## src/rtl/dsi_hs_lane_rx.sv

```systemverilog
// dsi_hs_lane_rx: D-PHY HS receive lane that finds the sync byte at any bit offset and realigns payload bytes
module dsi_hs_lane_rx #(
  parameter logic [7:0] SYNC_BYTE = 8'b00011101
) (
  input  logic       clk,
  input  logic       rst,
  input  logic [7:0] hs_input,
  input  logic       hs_active,
  input  logic [7:0] hs_settle_timeout,
  input  logic [7:0] hs_sync_timeout,
  output logic [7:0] rx_data,
  output logic       rx_valid,
  output logic       rx_active,
  output logic       rx_start,
  output logic       rx_done,
  output logic       err_sync,
  output logic [2:0] align_offset
);
  localparam logic [2:0] IDLE     = 3'd0;
  localparam logic [2:0] SETTLE   = 3'd1;
  localparam logic [2:0] SEARCH   = 3'd2;
  localparam logic [2:0] ACTIVE   = 3'd3;
  localparam logic [2:0] WAIT_END = 3'd4;
  logic [2:0]  state;
  logic [7:0]  prev_byte;
  logic [7:0]  cnt;
  logic        armed;
  logic [15:0] w;
  logic        hit;
  logic [2:0]  hit_k;
  logic [7:0]  aligned;
  logic [7:0]  settle_load;
  assign w           = {hs_input, prev_byte};
  assign aligned     = w[align_offset +: 8];
  assign settle_load = hs_settle_timeout == 8'd0 ? 8'd1 : hs_settle_timeout;
  assign rx_active   = state == ACTIVE;
  // At most one offset can match, so the offsets are simply OR-merged
  always_comb begin
    hit   = 1'b0;
    hit_k = 3'd0;
    for (int i = 0; i < 8; i++)
      if (w[i +: 8] == SYNC_BYTE && (w & ((16'd1 << i) - 16'd1)) == 16'd0) begin
        hit   = 1'b1;
        hit_k = hit_k | 3'(i);
      end
  end
  // armed records a low hs_active last cycle, so a burst only starts on a fresh HS entry
  always_ff @(posedge clk) begin
    if (rst) begin
      state        <= IDLE;
      prev_byte    <= 8'd0;
      cnt          <= 8'd0;
      armed        <= 1'b0;
      rx_data      <= 8'd0;
      rx_valid     <= 1'b0;
      rx_start     <= 1'b0;
      rx_done      <= 1'b0;
      err_sync     <= 1'b0;
      align_offset <= 3'd0;
    end else begin
      armed     <= ~hs_active;
      prev_byte <= state == IDLE ? 8'd0 : hs_input;
      rx_valid  <= 1'b0;
      rx_start  <= 1'b0;
      rx_done   <= 1'b0;
      err_sync  <= 1'b0;
      if (state != IDLE && !hs_active) begin
        state   <= IDLE;
        rx_done <= state == ACTIVE;
      end else begin
        case (state)
          IDLE:
            if (hs_active && armed) begin
              state <= SETTLE;
              cnt   <= settle_load;
            end
          SETTLE:
            if (cnt == 8'd1) begin
              state <= SEARCH;
              cnt   <= hs_sync_timeout;
            end else cnt <= cnt - 8'd1;
          SEARCH:
            if (hit) begin
              state        <= ACTIVE;
              align_offset <= hit_k;
              rx_start     <= 1'b1;
            end else if (cnt == 8'd1) begin
              state    <= WAIT_END;
              err_sync <= 1'b1;
            end else if (cnt != 8'd0) cnt <= cnt - 8'd1;
          ACTIVE: begin
            rx_data  <= aligned;
            rx_valid <= 1'b1;
          end
          default: ;
        endcase
      end
    end
  end
endmodule

```

## config.mk

```make
export PLATFORM = sky130hd
export DESIGN_NAME = dsi_hs_lane_rx
export DESIGN_NICKNAME = d
export VERILOG_FILES = /design/src/rtl/dsi_hs_lane_rx.sv
export SDC_FILE = /design/constraint.sdc
export NUM_CORES = 1
export LEC_CHECK = 0
export ABC_CLOCK_PERIOD_IN_PS = 5200
export CAP_MARGIN = 5
export CORE_UTILIZATION = 50
export CTS_CLUSTER_DIAMETER = 80
export DETAILED_ROUTE_END_ITERATION = 6
export PLACE_DENSITY = 0.83
export SLEW_MARGIN = 0
export SYNTH_ARGS = -nofsm -noshare
export SYNTH_HDL_FRONTEND = slang
export SYNTH_SLANG_ARGS = --single-unit
```

## constraint.sdc

```tcl
create_clock -name clk -period 5.2 [get_ports clk]
set_input_delay 0.78 -clock clk [delete_from_list [all_inputs] [get_ports clk]]
set_output_delay 0.78 -clock clk [all_outputs]
set_load 0.01 [all_outputs]
```

==> results of run 1 <==
[per-layer routing]
layer  up-vias  track usage (%)
li1       1046                -
met4         0             8.62
met1      1022             32.8
met3        15             5.81
met2       106             37.3
met5         -                0
[report_power, final]
part / internal (mW) / total (mW) / switching (mW)
Combinational: 0.0480 / 0.0973 / 0.0493
Sequential: 0.274 / 0.284 / 0.0103
Clock: 0.155 / 0.258 / 0.103
[cell usage after synthesis, drive strengths merged, types with 5 or more instances]
| master | number | share of area, % |
|---|---|---|
| and2 | 9 | 2.5 |
| nor2 | 35 | 5.8 |
| clkbuf | 9 | 1.5 |
| a21oi | 18 | 4.2 |
| nand4 | 5 | 1.4 |
| nand2 | 14 | 2.3 |
| nor3 | 8 | 2.0 |
| o21ai | 6 | 1.3 |
| nor2b | 5 | 1.4 |
| nor3b | 7 | 2.5 |
| mux2i | 14 | 6.2 |
| inv | 6 | 1.0 |
| a211oi | 22 | 7.3 |
| mux4 | 8 | 8.0 |
| dfxtp | 35 | 31 |
| buf | 9 | 1.9 |
[sequential cells by signal, indices dropped and copies added (netlist names)]
name          flops
cnt               8
err_sync          1
align_offset      3
armed             1
rx_data           8
state             3
rx_valid          1
rx_done           1
prev_byte         8
rx_start          1
[cell usage in the layout, fill, tap and decap left out, types with 2 or more instances in the layout]
cell / netlist / layout
clkdlybuf4s50_1: 0 / 42
nor2_1: 35 / 35
dfxtp_1: 35 / 35
a211oi_1: 22 / 22
a21oi_1: 17 / 17
nand2_1: 14 / 14
mux2i_1: 14 / 14
and2_1: 8 / 8
mux4_2: 8 / 8
nor3_1: 7 / 7
inv_1: 6 / 6
nor3b_1: 6 / 6
o21ai_0: 6 / 6
clkbuf_8: 0 / 6
nor2b_1: 5 / 5
nand4_1: 5 / 5
nand3_1: 4 / 4
nor4_1: 4 / 4
a221oi_1: 4 / 4
xor2_1: 3 / 3
nor4b_4: 2 / 2
nor4b_1: 2 / 2
o31ai_1: 2 / 2
o21bai_1: 2 / 2
xnor2_1: 2 / 2
ha_1: 2 / 2
[worst max-delay path by stage]
stage / cells past startpoint / slack, ps / start / to
3_3_place_gp: 8 / 2140 / hs_input[0] / cnt[5]
5_1_grt: 8 / 2150 / hs_input[0] / cnt[5]
3_5_place_dp: 8 / 2090 / hs_input[0] / cnt[4]
2_1_floorplan: 6 / 2890 / hs_input[4] / state[0]
4_1_cts: 8 / 2380 / hs_input[0] / cnt[4]
6_report: 8 / 2350 / hs_input[0] / cnt[7]
[metrics by stage]
step	setup slack, ps	instance area (µm²)
floorplan	2890	2260
global placement	2140	2680
detailed placement	2090	2680
CTS	2380	2790
global route	2150	2790
finish	2350	2790
[worst register-to-register path: stages (launching register included)]
cell	delay [ps]
dfxtp_1	460
ha_1	240
or4b_2	600
o22ai_1	300
nor4b_1	120
a221o_1	290
a21oi_1	140
a211oi_1	90
[layout make-up]
| type | instances | area share [%] |
|---|---|---|
| inverter | 6 | 0.806 |
| sequential | 35 | 25.1 |
| clock inverter | 2 | 1.25 |
| multi-input combinational | 200 | 52.2 |
| tap | 52 | 2.33 |
| clock buffer | 6 | 2.96 |
| timing repair buffer | 43 | 15.3 |
[cells by family after synthesis]
| group | count (synthesis) |
|---|---|
| fa+ha+maj | 2 |
| flops | 35 |
| buf+inv | 24 |
| mux | 22 |
| simple gates | 103 |
| compound gates | 68 |
| xor+xnor | 5 |
==> flow_summary.ini, run 1 <==
[outcome]
outcome = complete, no violations

[die]
start_util_pct = 51.9
die_width_um = 69.2
core_area_um2 = 4350
dieHeight_um = 69.2
die_area_um2 = 4790
num_io_pins = 43
placement_rows = 24

[synth]
synth_compound_gate_area_share_pct = 21.5
number_of_standard_cells_after_synthesis = 259
syn-cell-area_um2 = 2260
dominant_combinational_cell_family_by_area_after_synthesis = simple AND/OR/NAND/NOR gates
post_synth_fa_ha_maj_area_fraction_pct = 1.11
yosys.cell_types.count = 53
most_instantiated_flip_flop_cell_in_the_synthesis_netlist = dfxtp_1
postSynthNetCount = 288
postSynthAreaPerCell_um2 = 8.72
count_of_flip_flops_with_a_built_in_enable_after_synthesis = 0
synth_xor_area_share_pct = 1.94
synth_seq_area_share_pct = 31.0
yosys_register_bits = 35
synth_warnings = 0
synth_simple_gate_area_share_pct = 25.9
async_reset_ff_share_pct = 0
post_synth_mux_area_share_pct = 14.2

[setup_path]
required_ps = 5390
cp_slowest_cell = clkdlybuf4s50_1
critical_path.n_buffers_inverters = 2
worst_path_largest_cell_delay_ps = 520
critical_path_peak_fanout = 11
reg2reg_from = cnt[0]
path_cells = clkdlybuf4s50_1 > nor4b_1 > a32oi_1 > o211ai_1 > o31ai_1 > buf_4 > and2_0 > a211oi_1
path_class = in2reg
critical_path.reg2reg.endpoint = cnt[5]
crit_path_end_kind = flop
timing.critical_path.arrival_ps = 3040
crit_path_start_kind = primary input
path_delay_family = compound AO/OA/AOI/OAI gates
worst_r2r_path_depth = 7
reg2reg_setup_slack_ps = 2810

[grt]
grt_antenna_before_repair = 0
total_routing_resource_utilization_after_global_routing_pct = 24.1
global_route.overflow_total = 0
largest_net_degree_at_the_start_of_global_routing = 26
first_global_vias = 1956
grt_pass1_wl_mm = 9.31

[pwr]
cellLeakagePower_nw = 0.900
power_density_nw_per_um2 = 229
total_power_mw = 0.639
ir_worst_vdd_v = 0.000143

[drt]
drt_pre_antenna_iters = 5
ant_nets = 0
dr_total_vias = 2189
detail_route.vias_per_cell = 6.36
routed.top_layer = met4
route.met3.wl_um = 366
met2_wirelength_mm = 2.57
detailed_route_wire_length_mm = 5.59
drtIter0Drc = 247
drt_drc_violations_left = 0
route.detailed.wl_per_inst_um = 16.2
drt-met1-wl_mm = 2.51

[timing]
fmax_mhz = 351
worst_slew_pin_slew_ps = 979
final_hold_vio_count = 0
fin_worst_hold_slack_ps = 499
rsz0062_at_grt = false
final.setup_skew_ps = 3.75
setup_violations = 0
timing.final.crit_period_ps = 2850
timing.max_slew.rel_slack_pct = 34.5
post_route_setup_tns_ps = 0
max_slew_violation_total_from_the_final_report = 0
post_route_fraction_of_the_period_consumed_by_the_critical_path_pct = 54.7

[clock_network]
cts.path.max_buffers = 2
numClockSinks = 35
tritoncts_clock_tree = yes
cts.root.buffer_cell = clkbuf_8
path_clk_slew_ps = 70
post_cts_hold_buffer_count = 0
clock_insertion_delay_worst_skew_ps = 290
cts_inserted_buffers = 5
cts_resized = 0
cts_post_setup_buffers_inserted = 0
ctsHtreeMaxLevel = 2

[placement]
port-buffer-count = 42
dp.final_hpwl_mm = 4.11
place_congestion = 0.994
post-place-cells = 336

[layout]
core_occupancy_in_the_finished_layout_pct = 64.1
syn_to_final_growth_pct = 23.7
finalNetCount = 320
area_taken_by_multi_input_logic_gates_um2 = 1460
num_antenna_cells = 0
final_cells = 344
final_layout_size_suffix_gt1_share_pct = 9.93
final-seq-area_um2 = 701
filler_cell_count = 373

[worst_hold_path]
worstHoldEndpoint = rx_data[0]
worst_hold_path.num_cells = 2
min_from = rx_data[0]
hold_path_class = reg2reg

[flow_run]
cap_viol_max_count = 0
(Power assumes the default switching activity.)
==> run 2, diff against run 1 <==
--- a/config.mk
+++ b/config.mk
@@ -5,12 +5,12 @@
 export SDC_FILE = /design/constraint.sdc
 export NUM_CORES = 1
 export LEC_CHECK = 0
-export ABC_CLOCK_PERIOD_IN_PS = 5200
+export ABC_CLOCK_PERIOD_IN_PS = 2300
 export CAP_MARGIN = 5
-export CORE_UTILIZATION = 50
+export CORE_UTILIZATION = 47
 export CTS_CLUSTER_DIAMETER = 80
 export DETAILED_ROUTE_END_ITERATION = 6
-export PLACE_DENSITY = 0.83
+export PLACE_DENSITY = 0.82
 export SLEW_MARGIN = 0
 export SYNTH_ARGS = -nofsm -noshare
 export SYNTH_HDL_FRONTEND = slang
==> constraint.sdc (replaced) <==
create_clock -name clk -period 2.3 [get_ports clk]
set_input_delay 0.345 -clock clk [delete_from_list [all_inputs] [get_ports clk]]
set_output_delay 0.345 -clock clk [all_outputs]
set_load 0.01 [all_outputs]
==> run 2 against run 1 <==
Net effect:
- hold slack worse by 110 ps
- register-to-register slack got worse by 2700 ps
- clock power grew 65%
- the run now ends with design-rule violations left
- sequential power up 130%
- first-iteration DRC count decreased by 12%
- largest power group unchanged
- cell count grew 7.3%
- via count rose by 1.4%
- non-clock buffer count grew 25
- clock skew grew 4.2 ps
- die area rose by 6.2%
- sequential cell count did not move
- routed wire length rose by 2.8%
==> flow_summary.ini, run 2 (synthesis gave the netlist of run 1 again) <==
[setup_path]
path_delay_family = compound AO/OA/AOI/OAI gates
path_cells = inv_1 > ha_1 > or4b_2 > o22ai_1 > nor4b_1 > a221o_1 > a21oi_1 > a211oi_1
crit_path_start_kind = flop
critical_path_peak_fanout = 5
timing.critical_path.arrival_ps = 2320
cp_slowest_cell = or4b_2
worst_path_largest_cell_delay_ps = 590
required_ps = 2460
critical_path.n_buffers_inverters = 1
path_class = reg2reg
crit_path_end_kind = flop

[die]
start_util_pct = 50.5
die_area_um2 = 5090
num_io_pins = 43
die_width_um = 71.3
dieHeight_um = 71.3
core_area_um2 = 4470
placement_rows = 24

[drt]
ant_nets = 0
route.detailed.wl_per_inst_um = 15.6
detailed_route_wire_length_mm = 5.74
drt_drc_violations_left = 4
drt_pre_antenna_iters = 7
detail_route.vias_per_cell = 6.01
dr_total_vias = 2219
drtIter0Drc = 217

[layout]
core_occupancy_in_the_finished_layout_pct = 66.1
num_antenna_cells = 0
layout.cells.most_common_list = clkdlybuf4s50_1 (40), nor2_1 (35), dfxtp_1 (35)
final_cells = 369
finalNetCount = 345
final_layout_size_suffix_gt1_share_pct = 16.7
filler_cell_count = 359
syn_to_final_growth_pct = 30.9
final_common_cell = clkdlybuf4s50_1
stdcell_area_um2 = 2960
final-seq-area_um2 = 701
area_taken_by_multi_input_logic_gates_um2 = 1470
reg.largest.list = cnt (8), prev_byte (8), rx_data (8)

[timing]
fmax_mhz = 463
post_route_fraction_of_the_period_consumed_by_the_critical_path_pct = 93.9
max_slew_violation_total_from_the_final_report = 0
pnr_worst_setup_slack_ps = 141
timing.final.crit_period_ps = 2160
final_hold_vio_count = 0
final.setup_skew_ps = 7.92
rsz0062_at_grt = false
setup_violations = 0
worst_slew_pin_slew_ps = 542
timing.max_slew.rel_slack_pct = 63.8

[grt]
grt_pass1_wl_mm = 9.47
largest_net_degree_at_the_start_of_global_routing = 17
total_routing_resource_utilization_after_global_routing_pct = 23.7
grt_antenna_before_repair = 0
global_route.overflow_total = 0
first_global_vias = 2024

[pwr]
p_switching_mw = 0.352
cellLeakagePower_nw = 1.02
comb_power_share_pct = 19.1
ir_worst_vdd_v = 0.000264
internal-power_mw = 0.963
pwr-share-clk_pct = 32.3
power_frac_seq_pct = 48.6
power.share.switching_pct = 26.8
power_density_nw_per_um2 = 445

[placement]
dpl_worst_slack_ps = -185
detailed_place.area_um2 = 2860
dp.final_hpwl_mm = 4.35
place_congestion = 0.938
port-buffer-count = 42
post-place-cells = 361

[clock_network]
clock_insertion_delay_worst_skew_ps = 290
cts.path.max_buffers = 2
cts.root.buffer_cell = clkbuf_8
cts_inserted_buffers = 5
path_clk_slew_ps = 70
numClockSinks = 35
ctsHtreeMaxLevel = 2
post_cts_hold_buffer_count = 0
tritoncts_clock_tree = yes

[outcome]
outcome = finished, violations left
violations_in_the_final_reports = design-rule violations

[worst_hold_path]
hold_path_class = in2reg

[flow_run]
cap_viol_max_count = 0
## run 2: cell count changes in the layout (fill, tap and decap cells not counted)
cell / change
nor4b_2: +1
bufinv_16: -1
clkbuf_1: +2
clkbuf_8: -1
dlymetal6s2s_1: +2
buf_4: +25
clkdlybuf4s50_1: -2
nor4b_1: -1
## run 2: path summary, 6_finish.rpt
| kind | startpoint | end | slack [ps] | cells after the start |
|---|---|---|---|---|
| worst max-delay path | cnt[1] | cnt[5] | 140 | 8 |
| worst min-delay path | hs_input[1] | prev_byte[1] | 390 | 2 |
| worst max register to register | cnt[1] | cnt[5] | 140 | 8 |
| worst min register to register | rx_data[5] | rx_data[5] | 500 | 2 |
## run 2: what timing repair did
action | CTS | global route
resized for setup | 0 | 3
endpoints found under the setup margin | 0 | 2
hold endpoints to repair | 0 | 0
setup buffers | 0 | 0
## run 2: final cells by class
type / instances / share of cell area, %
Timing Repair Buffer: 68 / 21.0
Multi-Input combinational cell: 200 / 49.6
Clock inverter: 1 / 0.169
Clock buffer: 7 / 2.58
Inverter: 6 / 0.762
Tap cell: 52 / 2.20
Sequential cell: 35 / 23.7
## run 2: power groups by stage
| stage | clock (mW) | sequential [mW] | combinational, mW |
|---|---|---|---|
| floorplan | 0 | 0.647 | 0.141 |
| global placement | 0 | 0.653 | 0.243 |
| detailed placement | 0 | 0.653 | 0.247 |
| CTS | 0.439 | 0.639 | 0.249 |
| global route | 0.467 | 0.642 | 0.273 |
| finish | 0.425 | 0.640 | 0.251 |
## run 2: stage by stage
step	hold slack [ps]	setup TNS, ps	power (mW)
finish	393	0	1.32
global route	425	0	1.38
CTS	502	0	1.33
detailed placement	495	-1120	0.900
global placement	489	-484	0.896
floorplan	417	0	0.788
## run 2: routing by layer
metal | global-route usage, % | routed length (µm) | part of all wire, % | vias up
met5 | 0 | 0 | 0 | -
met4 | 6.44 | 87 | 1.5 | 0
met3 | 4.64 | 499 | 8.7 | 10
met2 | 36.1 | 2520 | 44 | 95
met1 | 34.2 | 2630 | 46 | 1013
li1 | - | - | - | 1101
